## config.mk

```make
export PLATFORM = sky130hd
export DESIGN_NAME = data_mem_arbiter
export DESIGN_NICKNAME = d
export VERILOG_FILES = /design/src/rtl/data_mem_arb_pkg.sv /design/src/rtl/data_mem_arbiter_rr_arb2.sv /design/src/rtl/data_mem_arbiter.sv
export SDC_FILE = /design/constraint.sdc
export NUM_CORES = 1
export LEC_CHECK = 0
export ABC_AREA = 0
export CAP_MARGIN = 20
export CORE_AREA = 2 2 95 97
export DETAILED_ROUTE_END_ITERATION = 7
export DIE_AREA = 0 0 97 99
export GPL_TIMING_DRIVEN = 0
export PLACE_DENSITY = 0.73
export SKIP_LAST_GASP = 1
export SLEW_MARGIN = 30
export SYNTH_ARGS = -nofsm -noshare
export SYNTH_HDL_FRONTEND = slang
export SYNTH_SLANG_ARGS = --single-unit
export TNS_END_PERCENT = 30
```

## constraint.sdc

```tcl
create_clock -name clk -period 1.3 [get_ports clk]
set_input_delay 0.195 -clock clk [delete_from_list [all_inputs] [get_ports clk]]
set_output_delay 0.195 -clock clk [all_outputs]
set_load 0.02 [all_outputs]
```

## src/rtl/data_mem_arb_pkg.sv

```systemverilog
// Shared constants and types for the two-requester data memory arbiter.
// Used with or without the DATA_MEM_ARB_LOCK_EN build option.
package data_mem_arb_pkg;

  localparam int DEF_ADDR_W   = 9;
  localparam int DEF_DATA_W   = 32;
  localparam int DEF_BE_W     = DEF_DATA_W / 8;
  localparam int DEF_DEPTH    = 342;
  localparam int DEF_MAX_LOCK = 16;

  typedef logic req_idx_t;

  typedef enum logic [1:0] {
    ACC_NONE,
    ACC_READ,
    ACC_WRITE
  } acc_t;

  // A request carrying both read and write is treated as a write.
  function automatic acc_t acc_type(input logic rd, input logic wr);
    if (wr) return ACC_WRITE;
    if (rd) return ACC_READ;
    return ACC_NONE;
  endfunction

endpackage

```

## src/rtl/data_mem_arbiter_rr_arb2.sv

```systemverilog
// Two-way round-robin grant with a last_grant register. With DATA_MEM_ARB_LOCK_EN
// defined, a locked owner may keep the grant for up to MAX_LOCK consecutive grants.
module rr_arb2
  import data_mem_arb_pkg::*;
#(
  parameter int MAX_LOCK = DEF_MAX_LOCK
) (
  input  logic       clk,
  input  logic       reset_n,
  input  logic [1:0] i_req,
`ifdef DATA_MEM_ARB_LOCK_EN
  input  logic [1:0] i_lock,
`endif
  output logic [1:0] o_grant,
  output req_idx_t   o_winner
);

  req_idx_t r_last_grant;
  req_idx_t w_winner;
  logic     w_any;

  assign w_any = |i_req;

`ifdef DATA_MEM_ARB_LOCK_EN
  localparam int CNT_W = $clog2(MAX_LOCK + 1);

  logic [CNT_W-1:0] r_lock_cnt;
  logic             w_hold;

  assign w_hold = i_req[r_last_grant] & i_lock[r_last_grant]
                & (r_lock_cnt < CNT_W'(MAX_LOCK));

  // Count consecutive locked grants held by the current owner.
  always_ff @(posedge clk or negedge reset_n) begin
    if (!reset_n) begin
      r_lock_cnt <= '0;
    end else if (w_any) begin
      if (!i_lock[w_winner])
        r_lock_cnt <= '0;
      else if (w_winner != r_last_grant)
        r_lock_cnt <= CNT_W'(1);
      else if (r_lock_cnt < CNT_W'(MAX_LOCK))
        r_lock_cnt <= r_lock_cnt + CNT_W'(1);
    end else if (!i_lock[r_last_grant]) begin
      r_lock_cnt <= '0;
    end
  end
`endif

  always_comb begin
    w_winner = i_req[1];
    if (&i_req)
      w_winner = ~r_last_grant;
`ifdef DATA_MEM_ARB_LOCK_EN
    if (w_hold)
      w_winner = r_last_grant;
`endif
  end

  always_ff @(posedge clk or negedge reset_n) begin
    if (!reset_n)
      r_last_grant <= 1'b1;
    else if (w_any)
      r_last_grant <= w_winner;
  end

  for (genvar gi = 0; gi < 2; gi++) begin : g_grant
    assign o_grant[gi] = i_req[gi] & (w_winner == 1'(gi));
  end

  assign o_winner = w_winner;

endmodule

```

## src/rtl/data_mem_arbiter.sv

```systemverilog
// Shares one single-port data memory between two Avalon-MM requesters with
// round-robin grant and out-of-range guarding. Optional lock: DATA_MEM_ARB_LOCK_EN.
module data_mem_arbiter
  import data_mem_arb_pkg::*;
#(
  parameter int ADDR_W   = DEF_ADDR_W,
  parameter int DATA_W   = DEF_DATA_W,
  parameter int BE_W     = DATA_W / 8,
  parameter int DEPTH    = DEF_DEPTH,
  parameter int MAX_LOCK = DEF_MAX_LOCK
) (
  input  logic              clk,
  input  logic              reset_n,
  input  logic [ADDR_W-1:0] r0_address,
  input  logic [BE_W-1:0]   r0_byteenable,
  input  logic              r0_read,
  input  logic              r0_write,
  input  logic [DATA_W-1:0] r0_writedata,
  output logic              r0_waitrequest,
  output logic [DATA_W-1:0] r0_readdata,
  output logic              r0_readdatavalid,
  input  logic [ADDR_W-1:0] r1_address,
  input  logic [BE_W-1:0]   r1_byteenable,
  input  logic              r1_read,
  input  logic              r1_write,
  input  logic [DATA_W-1:0] r1_writedata,
  output logic              r1_waitrequest,
  output logic [DATA_W-1:0] r1_readdata,
  output logic              r1_readdatavalid,
`ifdef DATA_MEM_ARB_LOCK_EN
  input  logic              r0_lock,
  input  logic              r1_lock,
`endif
  output logic [ADDR_W-1:0] mem_address,
  output logic [BE_W-1:0]   mem_byteenable,
  output logic              mem_chipselect,
  output logic              mem_write,
  output logic [DATA_W-1:0] mem_writedata,
  output logic              mem_clken,
  input  logic [DATA_W-1:0] mem_readdata,
  output logic              oor_err
);

  localparam logic [ADDR_W-1:0] ADDR_LIMIT = ADDR_W'(DEPTH);

  logic [1:0]        w_req;
  logic [1:0]        w_grant;
  req_idx_t          w_sel;
  logic              w_any;
  logic              w_oor;
  acc_t              w_acc;
  logic [ADDR_W-1:0] w_addr;
  logic [BE_W-1:0]   w_be;
  logic [DATA_W-1:0] w_wdata;

  logic     r_rd_pend;
  req_idx_t r_rd_owner;
  logic     r_rd_oor;
  logic     r_oor_err;

  assign w_req = {r1_read | r1_write, r0_read | r0_write};
  assign w_any = |w_req;

  rr_arb2 #(
    .MAX_LOCK(MAX_LOCK)
  ) u_arb (
    .clk     (clk),
    .reset_n (reset_n),
    .i_req   (w_req),
`ifdef DATA_MEM_ARB_LOCK_EN
    .i_lock  ({r1_lock, r0_lock}),
`endif
    .o_grant (w_grant),
    .o_winner(w_sel)
  );

  always_comb begin
    w_addr  = r0_address;
    w_be    = r0_byteenable;
    w_wdata = r0_writedata;
    w_acc   = acc_type(r0_read, r0_write);
    if (w_sel) begin
      w_addr  = r1_address;
      w_be    = r1_byteenable;
      w_wdata = r1_writedata;
      w_acc   = acc_type(r1_read, r1_write);
    end
  end

  // Out-of-range accesses are still accepted; only the memory strobe is withheld.
  assign w_oor          = w_any & (w_addr >= ADDR_LIMIT);
  assign mem_chipselect = w_any & ~w_oor;
  assign mem_write      = mem_chipselect & (w_acc == ACC_WRITE);
  assign mem_address    = w_any ? w_addr  : '0;
  assign mem_byteenable = w_any ? w_be    : '0;
  assign mem_writedata  = w_any ? w_wdata : '0;
  assign mem_clken      = 1'b1;

  assign r0_waitrequest = w_req[0] & ~w_grant[0];
  assign r1_waitrequest = w_req[1] & ~w_grant[1];

  always_ff @(posedge clk or negedge reset_n) begin
    if (!reset_n) begin
      r_rd_pend  <= 1'b0;
      r_rd_owner <= 1'b0;
      r_rd_oor   <= 1'b0;
      r_oor_err  <= 1'b0;
    end else begin
      r_rd_pend  <= w_any & (w_acc == ACC_READ);
      r_rd_owner <= w_sel;
      r_rd_oor   <= w_oor;
      r_oor_err  <= w_oor;
    end
  end

  // Read data passes straight from the memory in the return cycle; out-of-range reads return 0.
  assign r0_readdatavalid = r_rd_pend & ~r_rd_owner;
  assign r1_readdatavalid = r_rd_pend &  r_rd_owner;
  assign r0_readdata      = (r0_readdatavalid & ~r_rd_oor) ? mem_readdata : '0;
  assign r1_readdata      = (r1_readdatavalid & ~r_rd_oor) ? mem_readdata : '0;
  assign oor_err          = r_oor_err;

endmodule

```

==> metrics.txt <==
Syn Inst Count=257; Mapped Area=1740 um2; CTS Buf Count=3; DR vias=2,806; CP Class=register to output port; sequential area share after synthesis=5.81%; DR iter-0 viols=57; DR DRC count=0; count of final setup violators=117; Compound-Gate Fraction of Synth Area=27.6%; # IOs=245; mux share of post-synthesis cell area=0%; Hold Slack=0.176 ns; Register Area=101 um2; Post-Synth Simple-Gate Area=54.1%; initial core utilization=20.4%; status=finished with violations; GRT overflow=0; RD Place Congestion=0.859; Static Leak=2.26 nW; diodes inserted=0; Seq cells post-synth=4; Final Slew Violations=0; largest area contributor in the netlist=and2_1; Final Hold Vio Count=0; Tot GR Track Use=17.3%; most frequent cells in the layout=clkdlybuf4s50_1, nand2_2, and2_1, buf_6, a21oi_4; H-tree depth=1; CP arrival=1.65 ns; RSZ-0062 raised after global routing=yes; Worst Path Max Fanout=10; Achievable Freq=541 MHz; placed wire-length estimate=7580 um; post-synth top area share=23.3%; Routed WL per cell=14.8 um; Layout Nets=653; Die W=97 um; antenna violations before repair=0; power per cell area=708 nW/um2; Peak VDD IR=446 uV; Adder-Cell Fraction of Synth Area=0%; largest net degree at the start of global routing=11; area of the multi-input gates=1900 um2; Layout area overhead=195%; synthesized area per cell=6.78 um2; fillcell total=758; CTS tree=built; failing checks=setup timing; Yosys cell types=31; min Tclk post-route=1.85 ns; Synth area leaders=and2_1, a21oi_2, nand2_2; antenna violation net count after detailed routing=0; global-route wire length before repair=13,800 um; reg2reg path depth=5; Clk pin slew, worst setup/hold paths=0.03 ns; total die area=9600 um2; pre-CTS WS=-1.18 ns; Initial DRT Pass Iterations=4; layout cells sized above 1=48.5%; core area=8550 um2; largest family of logic cells by synthesized area=simple AND/OR/NAND/NOR gates; final worst path period share=142%; die height=99 um; Max-Cap Viols=0; Hold Path Class=input port to async pin; vias in the first global route=2,776; std cell rows=34; WL final=9350 um; CTS sink count=4; Core Util, Final=60.2%; worst endpoint required time=1.11 ns; Worst setup SP type=register; most common cell after layout, fill and taps aside=clkdlybuf4s50_1; yosys warns=0; TNS Setup=-50.62 ns; syn nets=385; xor and xnor area share after synthesis=0%; Setup Skew=0.00104 ns; Critical Path End Type=output port; clk_lat worst skew=0.22 ns; CTS Buffer Depth=2; Via density=4.44; Worst Setup Slack, final=-0.548 ns; # port buffers=243; root buffer cell=clkbuf_8
what timing repair did:
| item | in CTS | in global routing |
|---|---|---|
| gates cloned | 2 | 5 |
| setup buffers | 7 | 6 |
| hold buffers | 0 | 0 |
| resized for setup | 350 | 140 |
| pin swaps | 3 | 8 |
| setup endpoints to repair | 117 | 117 |
layer usage:
layer / vias up / share of wire (%) / wire length [um] / global-route usage [%]
li1: 1365 / - / - / -
met1: 1292 / 37 / 3490 / 18.4
met2: 137 / 55 / 5130 / 34.6
met3: 12 / 5.9 / 550 / 3.12
met4: 0 / 1.9 / 175 / 4.55
met5: - / 0 / 0 / 0
final timing paths:
kind	from	endpoint	slack (ns)
min in group clk	r1_read	r_rd_pend$_DFF_PN0_	0.48
worst min-delay path	reset_n	oor_err$_DFF_PN0_	0.18
max in group asynchronous	reset_n	u_arb.r_last_grant$_DFFE_PN1P_	0.89
worst max-delay path	u_arb.r_last_grant$_DFFE_PN1P_	mem_writedata[23]	-0.55
worst max register to register	u_arb.r_last_grant$_DFFE_PN1P_	oor_err$_DFF_PN0_	0.04
worst min register to register	u_arb.r_last_grant$_DFFE_PN1P_	u_arb.r_last_grant$_DFFE_PN1P_	0.58
worst max-delay path, cell delays in order, from the launching register on:
cell,delay [ns]
dfstp_2,0.58
o21ai_4,0.09
nand2_4,0.11
inv_4,0.05
buf_12,0.14
buf_12,0.15
nand2_2,0.09
a21oi_4,0.06
buf_4,0.16
state kept, by name, summed over array words and instances (netlist names):
| name | count |
|---|---|
| oor_err | 1 |
| r_rd_owner | 1 |
| r_rd_pend | 1 |
| u_arb.r_last_grant | 1 |
cells by family (layout without fill, tap and decap cells):
family,after synthesis,in the layout
compound gates,59,59
buf+inv,23,290
flops,4,4
other cells,1,1
simple gates,170,170
area by class of cell:
cell class,count,area share [%]
repair buffers,263,50.5
well taps,108,2.63
plain buffers,22,6.93
inverters,1,0.122
clock buffers,4,0.876
multi-input cells,230,37.0
flip-flops and latches,4,1.97
report_power, final:
group | switching [mW] | leakage, nW | internal, mW
Combinational | 1.50 | 2.19 | 1.70
Sequential | 0.0264 | 0.0475 | 0.150
Clock | 0.0671 | 0.0228 | 0.210
Yosys cell counts (all sizes together):
| cell type | number |
|---|---|
| o21a | 1 |
| nor3 | 1 |
| and2 | 65 |
| o22ai | 1 |
| a32oi | 1 |
| inv | 1 |
| conb | 1 |
| a21oi | 49 |
| nand2 | 93 |
| buf | 13 |
| o21ai | 3 |
| a21boi | 3 |
| o221a | 1 |
| dfstp | 1 |
| or2 | 1 |
| clkbuf | 9 |
| and3b | 1 |
| dfrtp | 3 |
| nand2b | 2 |
| nor2 | 3 |
| nor2b | 3 |
| nor3b | 1 |
per-stage QoR:
step | instances | area (um2) | power, mW
floorplan | 257 | 2200 | 1.88
CTS | 621 | 4870 | 3.42
global route | 632 | 5140 | 3.85
finish | 632 | 5140 | 3.64
global placement | 608 | 4770 | 3.17
detailed placement | 608 | 4770 | 3.20
Power figures use the tool's default switching activity.
